### src/rtl/unified_mem_arbiter.sv
// Fetch/data arbiter for one single-port synchronous RAM.
// Optional stall counters when ARB_PERF_CNT_EN is defined.
module unified_mem_arbiter #(
  parameter int AW         = 32,
  parameter int DW         = 32,
  parameter int STARVE_MAX = 4
) (
  input  logic            clk,
  input  logic            rst_n,
  input  logic            if_req,
  input  logic [AW-1:0]   if_addr,
  output logic            if_ready,
  output logic            if_rvalid,
  output logic [DW-1:0]   if_rdata,
  input  logic            d_req,
  input  logic            d_we,
  input  logic [AW-1:0]   d_addr,
  input  logic [DW-1:0]   d_wdata,
  input  logic [DW/8-1:0] d_wstrb,
  output logic            d_ready,
  output logic            d_rvalid,
  output logic [DW-1:0]   d_rdata,
  output logic            mem_en,
  output logic [DW/8-1:0] mem_we,
  output logic [AW-1:0]   mem_addr,
  output logic [DW-1:0]   mem_wdata,
  input  logic [DW-1:0]   mem_rdata
`ifdef ARB_PERF_CNT_EN
  ,
  output logic [31:0]     perf_if_stall_cnt,
  output logic [31:0]     perf_d_stall_cnt
`endif
);

  localparam logic [3:0] SMAX = 4'(STARVE_MAX);

  typedef enum logic [1:0] {
    RESP_NONE,
    RESP_IF,
    RESP_D
  } resp_t;

  resp_t      state;
  resp_t      state_nxt;
  logic [3:0] starve_cnt;
  logic       starve_hit;
  logic       gnt_d;
  logic       gnt_if;
  logic       unused;

  assign unused = ^{if_addr[1:0], d_addr[1:0]};

  // Grant: data first unless a waiting fetch has hit the limit
  always_comb begin
    starve_hit = if_req && (starve_cnt == SMAX);
    gnt_d      = rst_n && d_req && !starve_hit;
    gnt_if     = rst_n && if_req && !gnt_d;
  end

  assign if_ready = gnt_if;
  assign d_ready  = gnt_d;

  // Mux the granted port onto the RAM
  always_comb begin
    mem_en    = 1'b0;
    mem_we    = '0;
    mem_addr  = '0;
    mem_wdata = '0;
    unique case (1'b1)
      gnt_d: begin
        mem_en    = 1'b1;
        mem_we    = d_we ? d_wstrb : '0;
        mem_addr  = {d_addr[AW-1:2], 2'b00};
        mem_wdata = d_wdata;
      end
      gnt_if: begin
        mem_en   = 1'b1;
        mem_addr = {if_addr[AW-1:2], 2'b00};
      end
      default: ;
    endcase
  end

  // Consecutive data grants taken while a fetch is waiting
  always_ff @(posedge clk or negedge rst_n) begin
    if (!rst_n) begin
      starve_cnt <= '0;
    end else if (gnt_if || !if_req) begin
      starve_cnt <= '0;
    end else if (gnt_d && starve_cnt != SMAX) begin
      starve_cnt <= starve_cnt + 4'd1;
    end
  end

  // Owner of the read in flight
  always_ff @(posedge clk or negedge rst_n) begin
    if (!rst_n) state <= RESP_NONE;
    else        state <= state_nxt;
  end

  // Next owner from this cycle's grant; route read data to owner
  always_comb begin
    state_nxt = RESP_NONE;
    if (gnt_if)             state_nxt = RESP_IF;
    else if (gnt_d && !d_we) state_nxt = RESP_D;
    if_rvalid = (state == RESP_IF);
    d_rvalid  = (state == RESP_D);
    if_rdata  = if_rvalid ? mem_rdata : '0;
    d_rdata   = d_rvalid ? mem_rdata : '0;
  end

`ifdef ARB_PERF_CNT_EN
  // Stall cycle counters, wrapping
  always_ff @(posedge clk or negedge rst_n) begin
    if (!rst_n) begin
      perf_if_stall_cnt <= '0;
      perf_d_stall_cnt  <= '0;
    end else begin
      if (if_req && !gnt_if)
        perf_if_stall_cnt <= perf_if_stall_cnt + 32'd1;
      if (d_req && !gnt_d)
        perf_d_stall_cnt <= perf_d_stall_cnt + 32'd1;
    end
  end
`endif

endmodule

### config.mk
export PLATFORM = sky130hd
export DESIGN_NAME = unified_mem_arbiter
export DESIGN_NICKNAME = d
export VERILOG_FILES = /design/src/rtl/unified_mem_arbiter.sv
export SDC_FILE = /design/constraint.sdc
export NUM_CORES = 1
export LEC_CHECK = 0
export ABC_AREA = 0
export CAP_MARGIN = 20
export CORE_AREA = 8 8 99 101
export DETAILED_ROUTE_END_ITERATION = 8
export DIE_AREA = 0 0 107 109
export PLACE_DENSITY = 0.73
export SLEW_MARGIN = 10
export SYNTH_ARGS = -nofsm -noshare
export SYNTH_HDL_FRONTEND = slang
export SYNTH_SLANG_ARGS = --single-unit
### constraint.sdc
create_clock -name clk -period 2.41 [get_ports clk]
set_clock_uncertainty 0.05 [all_clocks]
set_input_delay 0.3615 -clock clk [delete_from_list [all_inputs] [get_ports clk]]
set_output_delay 0.3615 -clock clk [all_outputs]
set_load 0.05 [all_outputs]
==> results of run 1 <==
-- flip-flops by register name, indices dropped and copies added, names as in the netlist --
| register | cells |
|---|---|
| state | 2 |
| starve_cnt | 4 |
-- power groups by stage --
stage | logic (mW) | clock network, mW | registers, mW
finish | 1.06 | 0.148 | 0.106
global route | 1.10 | 0.158 | 0.107
CTS | 1.07 | 0.153 | 0.106
detailed placement | 1.06 | 0 | 0.107
global placement | 1.05 | 0 | 0.107
floorplan | 0.428 | 0 | 0.107
-- what timing repair did --
item,CTS,global route
setup endpoints to repair,0,3
hold endpoints to repair,0,0
resized for setup,0,1
-- how the worst max path moves through the flow --
stage	from	to	slack, ns	cells after the start
floorplan	state[0]	d_rdata[22]	0.31	3
global placement	rst_n	mem_addr[7]	0.12	6
detailed placement	rst_n	mem_addr[18]	0.1	6
CTS	starve_cnt[0]	mem_addr[18]	0.07	7
global route	starve_cnt[0]	mem_addr[22]	0.00005	7
finish	starve_cnt[0]	mem_addr[18]	0.08	7
-- per-stage QoR --
step | hold WS (ns) | area, sq um | total power, mW | utilization
after floorplan | 0.0159 | 1420 | 0.535 | -
after global placement | 0.504 | 5520 | 1.16 | 0.659
after CTS | 0.465 | 5560 | 1.33 | 0.663
after detailed placement | 0.535 | 5520 | 1.17 | 0.659
after global routing | 0.479 | 5570 | 1.36 | 0.665
final | 0.472 | 5570 | 1.31 | 0.665
-- placed cells by master (no fill, tap or decap) --
cell,Yosys,routed
inv_4,1,1
nand2_4,1,1
clkdlybuf4s50_1,0,132
inv_1,2,2
xor2_1,1,1
and3_1,36,36
nand3_1,3,3
nand3b_2,1,1
nand4b_4,1,1
nand2b_1,3,3
nor2_1,1,1
buf_12,0,136
and2_1,65,65
a21boi_0,2,2
dfrtp_1,6,6
conb_1,1,2
a22o_4,0,1
buf_4,4,9
nand4_1,1,1
nor3b_1,1,1
a21oi_4,1,1
nand2_1,2,2
o311ai_1,1,1
o21a_1,1,1
nor2b_1,2,2
ha_1,2,2
nand3b_1,1,1
a22o_1,30,29
clkbuf_8,0,3
-- worst register-to-register path: cells and delay by family (launching register included) --
kind | cells | cell delay [ns]
buf+inv | 2 | 0.39
compound gates | 1 | 0.17
flops | 1 | 0.40
simple gates | 2 | 0.25
fa+ha+maj | 1 | 0.26
-- cell type report --
type | count | area [sq um]
clock buffer | 3 | 41.3
inverter | 3 | 13.8
fill | 609 | 2810
sequential | 6 | 150
multi-input combinational | 158 | 1120
timing repair buffer | 277 | 4110
tap | 108 | 135
-- logic make-up (layout without fill, tap and decap cells) --
group,count (synthesis),after routing,synth area share
simple gates,118,118,0.536
compound gates,35,35,0.220
buf+inv,25,283,0.111
flops,6,6,0.106
fa+ha+maj,2,2,0.0177
other cells,1,2,0.00266
xor+xnor,1,1,0.00621
-- metal layers --
metal / global-route usage / routed length, um / vias up
met5: 0 / 0 / -
met4: 0.0221 / 63 / 0
met3: 0.0656 / 1010 / 6
met2: 0.314 / 5670 / 148
met1: 0.161 / 3670 / 1092
li1: - / - / 1177
==> flow_metrics.py, run 1 <==
metrics = {
    "worst_setup_path": {
        "cpMaxStageDelayCell": "dfrtp_1",
        "r2r_slack_ns": 0.82,
        "crit_path_end_kind": "output port",
        "crit_buf_inv": 3,
        "path_cells": "inv_1 > ha_1 > nand3b_2 > a21oi_4 > buf_12 > a22o_1 > buf_12",
        "cp_common_cell": "buf_12",
        "crit_required_ns": 2.00,
        "slowest_delay_ns": 0.41,
        "r2r_end": "starve_cnt[0]",
        "crit_type": "reg -> out",
        "critPathArrivalTime_ns": 1.92,
        "critPathTopFamily": "buffers and inverters",
        "r2r-start": "starve_cnt[0]",
        "cp_max_fo": 30,
        "cp-start-kind": "flop",
        "reg2regPathDepth": 6,
    },
    "flow_run": {
        "maxCapViolations": 0,
    },
    "clock_network": {
        "clk_pin_slew_ns": 0.03,
        "hold_buffers": 0,
        "clock_sinks": 6,
        "clock-root-buffer": "clkbuf_8",
        "cts_buffers": 3,
        "post_cts_buffers": 0,
        "tritoncts": "built",
        "htreeDepth": 1,
        "cts_buffer_depth": 2,
        "insertion_delay_ns": 0.22,
    },
    "global_routing": {
        "grt_overflow_total": 0,
        "grt_pass1_wl_um": 15000,
        "grt_pass1_vias": 2598,
        "grt_max_degree": 36,
        "grt_use_total": 0.162,
        "antenna_found_initial": 0,
    },
    "yosys": {
        "synth.area.top_cells": "and2_1 29%, a22o_1 19%, and3_1 16%",
        "synth.top_cell.area_share": 0.288,
        "ys_seq_area_frac": 0.106,
        "synth_top_flop_cell": "dfrtp_1",
        "ys_ff_latch": 6,
        "synth_top_area_cell": "and2_1",
        "syn_inst": 188,
        "syn_area_per_cell_sq_um": 7.51,
        "synth_edf_count": 0,
        "synthTopCellsByCount": "65 x and2_1, 36 x and3_1, 30 x a22o_1, 12 x clkbuf_1",
        "synth_warnings": 0,
        "synth.distinct_cells": 27,
        "syn-cell-area_sq_mm": 0.00141,
        "synth-async-reset-ratio": 1.00,
        "yosysMostFrequentCell": "and2_1",
    },
    "floorplanning": {
        "row_count": 34,
        "die-area_sq_mm": 0.0117,
        "fp.coreArea_sq_mm": 0.00838,
        "io_pins": 274,
        "die_w_um": 107,
        "die_h_um": 109,
        "start_util": 0.168,
    },
    "sta": {
        "period_needed_ns": 2.33,
        "worst_slack_ns": 0.0785,
        "rsz0062_at_grt": "false",
        "fin_crit_sh": 0.967,
        "maxSlewViolCount": 0,
        "max_freq_mhz": 429,
        "finalSetupViolations": 0,
        "hold_viol": 0,
        "fin_tns_setup_ns": 0,
    },
    "finish": {
        "layout-drive-gt1-share": 0.345,
        "nets": 588,
        "n_antenna_cell": 0,
        "layout.cells.non_filler": 555,
        "syn2layout_area_growth_pct": 295,
    },
    "min_path": {
        "hold_class": "in -> async",
    },
    "power_and_ir_drop": {
        "combPwrFrac": 0.806,
        "sequentialPowerShare": 0.081,
        "swShare": 0.412,
        "internal-power_uw": 772,
        "power_frac_clock": 0.113,
        "p_leak_nw": 2.40,
        "power_density_mw_per_mm2": 236,
        "power.switching_uw": 542,
        "ir_drop_uv": 179,
    },
    "placed_design": {
        "dp_hpwl_um": 9200,
        "port_buffers": 267,
        "dp.cells": 552,
        "pre_cts_ws_ns": 0.0988,
        "place_congestion": 0.774,
    },
    "drt": {
        "postRouteAntennaNets": 0,
        "wl_per_cell_um": 18.8,
        "drc": 0,
        "drt-total-wl_um": 10400,
        "drtPass1Iterations": 4,
        "via_per_inst": 4.37,
        "vias": 2423,
        "drtIter0Drc": 77,
    },
    "status": {
        "status": "finished, final reports clean",
    },
}
Note: power is estimated with default switching activity, not from simulation.
==> run 2, diff against run 1 <==
HOLD_SLACK_MARGIN = 0.06   (was not set)
==> results of run 2 <==
Final layout, timing and power as in run 1 (identical DEF).
==> run 3, diff against run 2 <==
CORE_AREA = 8 8 101 103   (was 8 8 99 101)
DIE_AREA = 0 0 109 111   (was 0 0 107 109)
PLACE_DENSITY = 0.7   (was 0.73)
clock period = 2.6 ns   (was 2.41 ns; I/O delays follow)
==> run 3 against run 2 <==
Compared with the run above:
- power shrank 8.2%
- sequential power shrank 7%
- final cell count shrank 0.54%
- setup slack gained 0.12 ns
- register-to-register slack gained 0.32 ns
- first-iteration DRC count shrank 9.1%
- die area grew 3.7%
- via count shrank 0.58%
==> flow_metrics.py, run 3 (same netlist as run 1, synthesis figures left out) <==
metrics = {
    "status": {
        "status": "finished, final reports clean",
    },
    "worst_setup_path": {
        "r2r_end": "starve_cnt[3]",
        "r2r_slack_ns": 1.14,
        "cpMaxStageDelayCell": "dfrtp_1",
        "crit_path_end_kind": "output port",
        "slowest_delay_ns": 0.39,
        "cp_max_fo": 35,
        "critPathArrivalTime_ns": 1.96,
        "path_cells": "inv_1 > ha_1 > nand4b_4 > nand2_4 > inv_4 > a22o_1 > buf_12",
        "crit_type": "reg -> out",
        "reg2regPathDepth": 5,
        "crit_start": "starve_cnt[0]",
        "critPathTopFamily": "buffers and inverters",
        "r2r-start": "starve_cnt[0]",
        "cp-start-kind": "flop",
        "crit_required_ns": 2.16,
        "crit_buf_inv": 3,
    },
    "placed_design": {
        "port_buffers": 267,
        "place_congestion": 0.816,
        "place_area_sq_mm": 0.00537,
        "dp_hpwl_um": 9410,
    },
    "floorplanning": {
        "start_util": 0.165,
        "fp.coreArea_sq_mm": 0.00855,
        "row_count": 34,
        "die-area_sq_mm": 0.0121,
        "die_w_um": 109,
        "io_pins": 274,
        "die_h_um": 111,
    },
    "clock_network": {
        "clock_sinks": 6,
        "tritoncts": "built",
        "hold_buffers": 0,
        "htreeDepth": 1,
        "cts_buffer_depth": 2,
        "clock-root-buffer": "clkbuf_8",
        "cts_buffers": 3,
        "clk_pin_slew_ns": 0.04,
        "post_cts_buffers": 0,
        "insertion_delay_ns": 0.23,
        "cts_resized": 0,
    },
    "drt": {
        "drc": 0,
        "via_per_inst": 4.36,
        "drtIter0Drc": 70,
        "vias": 2409,
        "drt-total-wl_um": 10400,
        "wl_per_cell_um": 18.8,
        "postRouteAntennaNets": 0,
        "drtPass1Iterations": 4,
    },
    "sta": {
        "maxSlewViolCount": 0,
        "slew_headroom": 0.649,
        "hold_viol": 0,
        "tightest_slew_ns": 0.524,
        "max_freq_mhz": 416,
        "fin_tns_setup_ns": 0,
        "finalSetupViolations": 0,
        "period_needed_ns": 2.40,
        "fin_crit_sh": 0.924,
        "rsz0062_at_grt": "false",
    },
    "flow_run": {
        "maxCapViolations": 0,
    },
    "finish": {
        "layout_common_cells": "133 x clkdlybuf4s50_1, 126 x buf_12, 65 x and2_1",
        "regMostFlops": "starve_cnt",
        "final_common_cell": "clkdlybuf4s50_1",
        "nets": 585,
        "multi_input_area_sq_mm": 0.00111,
        "top_regs": "starve_cnt x4, state x2",
        "fillCellCount": 670,
        "layout-drive-gt1-share": 0.336,
        "n_antenna_cell": 0,
        "largest_reg_flops": 4,
        "regArea_sq_um": 150,
        "syn2layout_area_growth_pct": 284,
        "final_area_sq_mm": 0.00542,
    },
    "power_and_ir_drop": {
        "ir_drop_uv": 139,
        "internal-power_uw": 702,
        "power.switching_uw": 503,
        "p_leak_nw": 2.35,
        "swShare": 0.417,
        "combPwrFrac": 0.799,
        "power_frac_clock": 0.119,
        "sequentialPowerShare": 0.081,
        "power_density_mw_per_mm2": 223,
    },
    "global_routing": {
        "grt_use_total": 0.159,
        "antenna_found_initial": 0,
        "grt_pass1_vias": 2590,
        "grt_max_degree": 36,
        "grt_pass1_wl_um": 15000,
        "grt_overflow_total": 0,
    },
    "min_path": {
        "hold_class": "in -> async",
    },
}
## run 3: per-layer routing
layer  share of wire  up-vias  track usage  routed length, um
met4          0.0082        0       0.0320                 85
met2            0.56      163        0.325               5860
met1            0.32     1066        0.141               3300
met3            0.11        6       0.0529               1140
li1                -     1174            -                  -
met5               0        -            0                  0
## run 3: worst max-delay path by stage
stage                   end  slack [ns]  depth (start not counted)
4_1_cts        mem_addr[14]        0.17                          7
6_report       mem_addr[14]        0.20                          7
5_1_grt         mem_addr[5]        0.09                          7
3_3_place_gp   mem_addr[16]        0.23                          6
3_5_place_dp   mem_addr[14]        0.19                          6
2_1_floorplan   d_rdata[22]        0.47                          3
## run 3: area by class of cell
cell class / instances / share of cell area
Multi-Input combinational cell: 158 / 0.205
Clock buffer: 3 / 0.00762
Inverter: 3 / 0.00254
Sequential cell: 6 / 0.0277
Timing Repair Buffer: 274 / 0.732
Tap cell: 108 / 0.0250
## run 3: power by group through the flow
stage	Clock, mW	Sequential (mW)	Combinational [mW]
floorplan	0	0.0989	0.397
global placement	0	0.0991	0.962
detailed placement	0	0.0994	0.972
CTS	0.144	0.0983	0.973
global route	0.153	0.0985	1.00
finish	0.144	0.0982	0.964
## run 3: per-stage QoR
stage          utilization  hold WS, ns  cells  total power, mW  setup slack, ns
2_1_floorplan            -       0.0444    189            0.496            0.468
3_3_place_gp         0.628        0.511    549             1.06            0.229
3_5_place_dp         0.628        0.541    549             1.07            0.188
4_1_cts              0.633        0.526    552             1.22            0.174
5_1_grt              0.633        0.551    552             1.25           0.0921
6_report             0.633        0.520    552             1.21            0.197
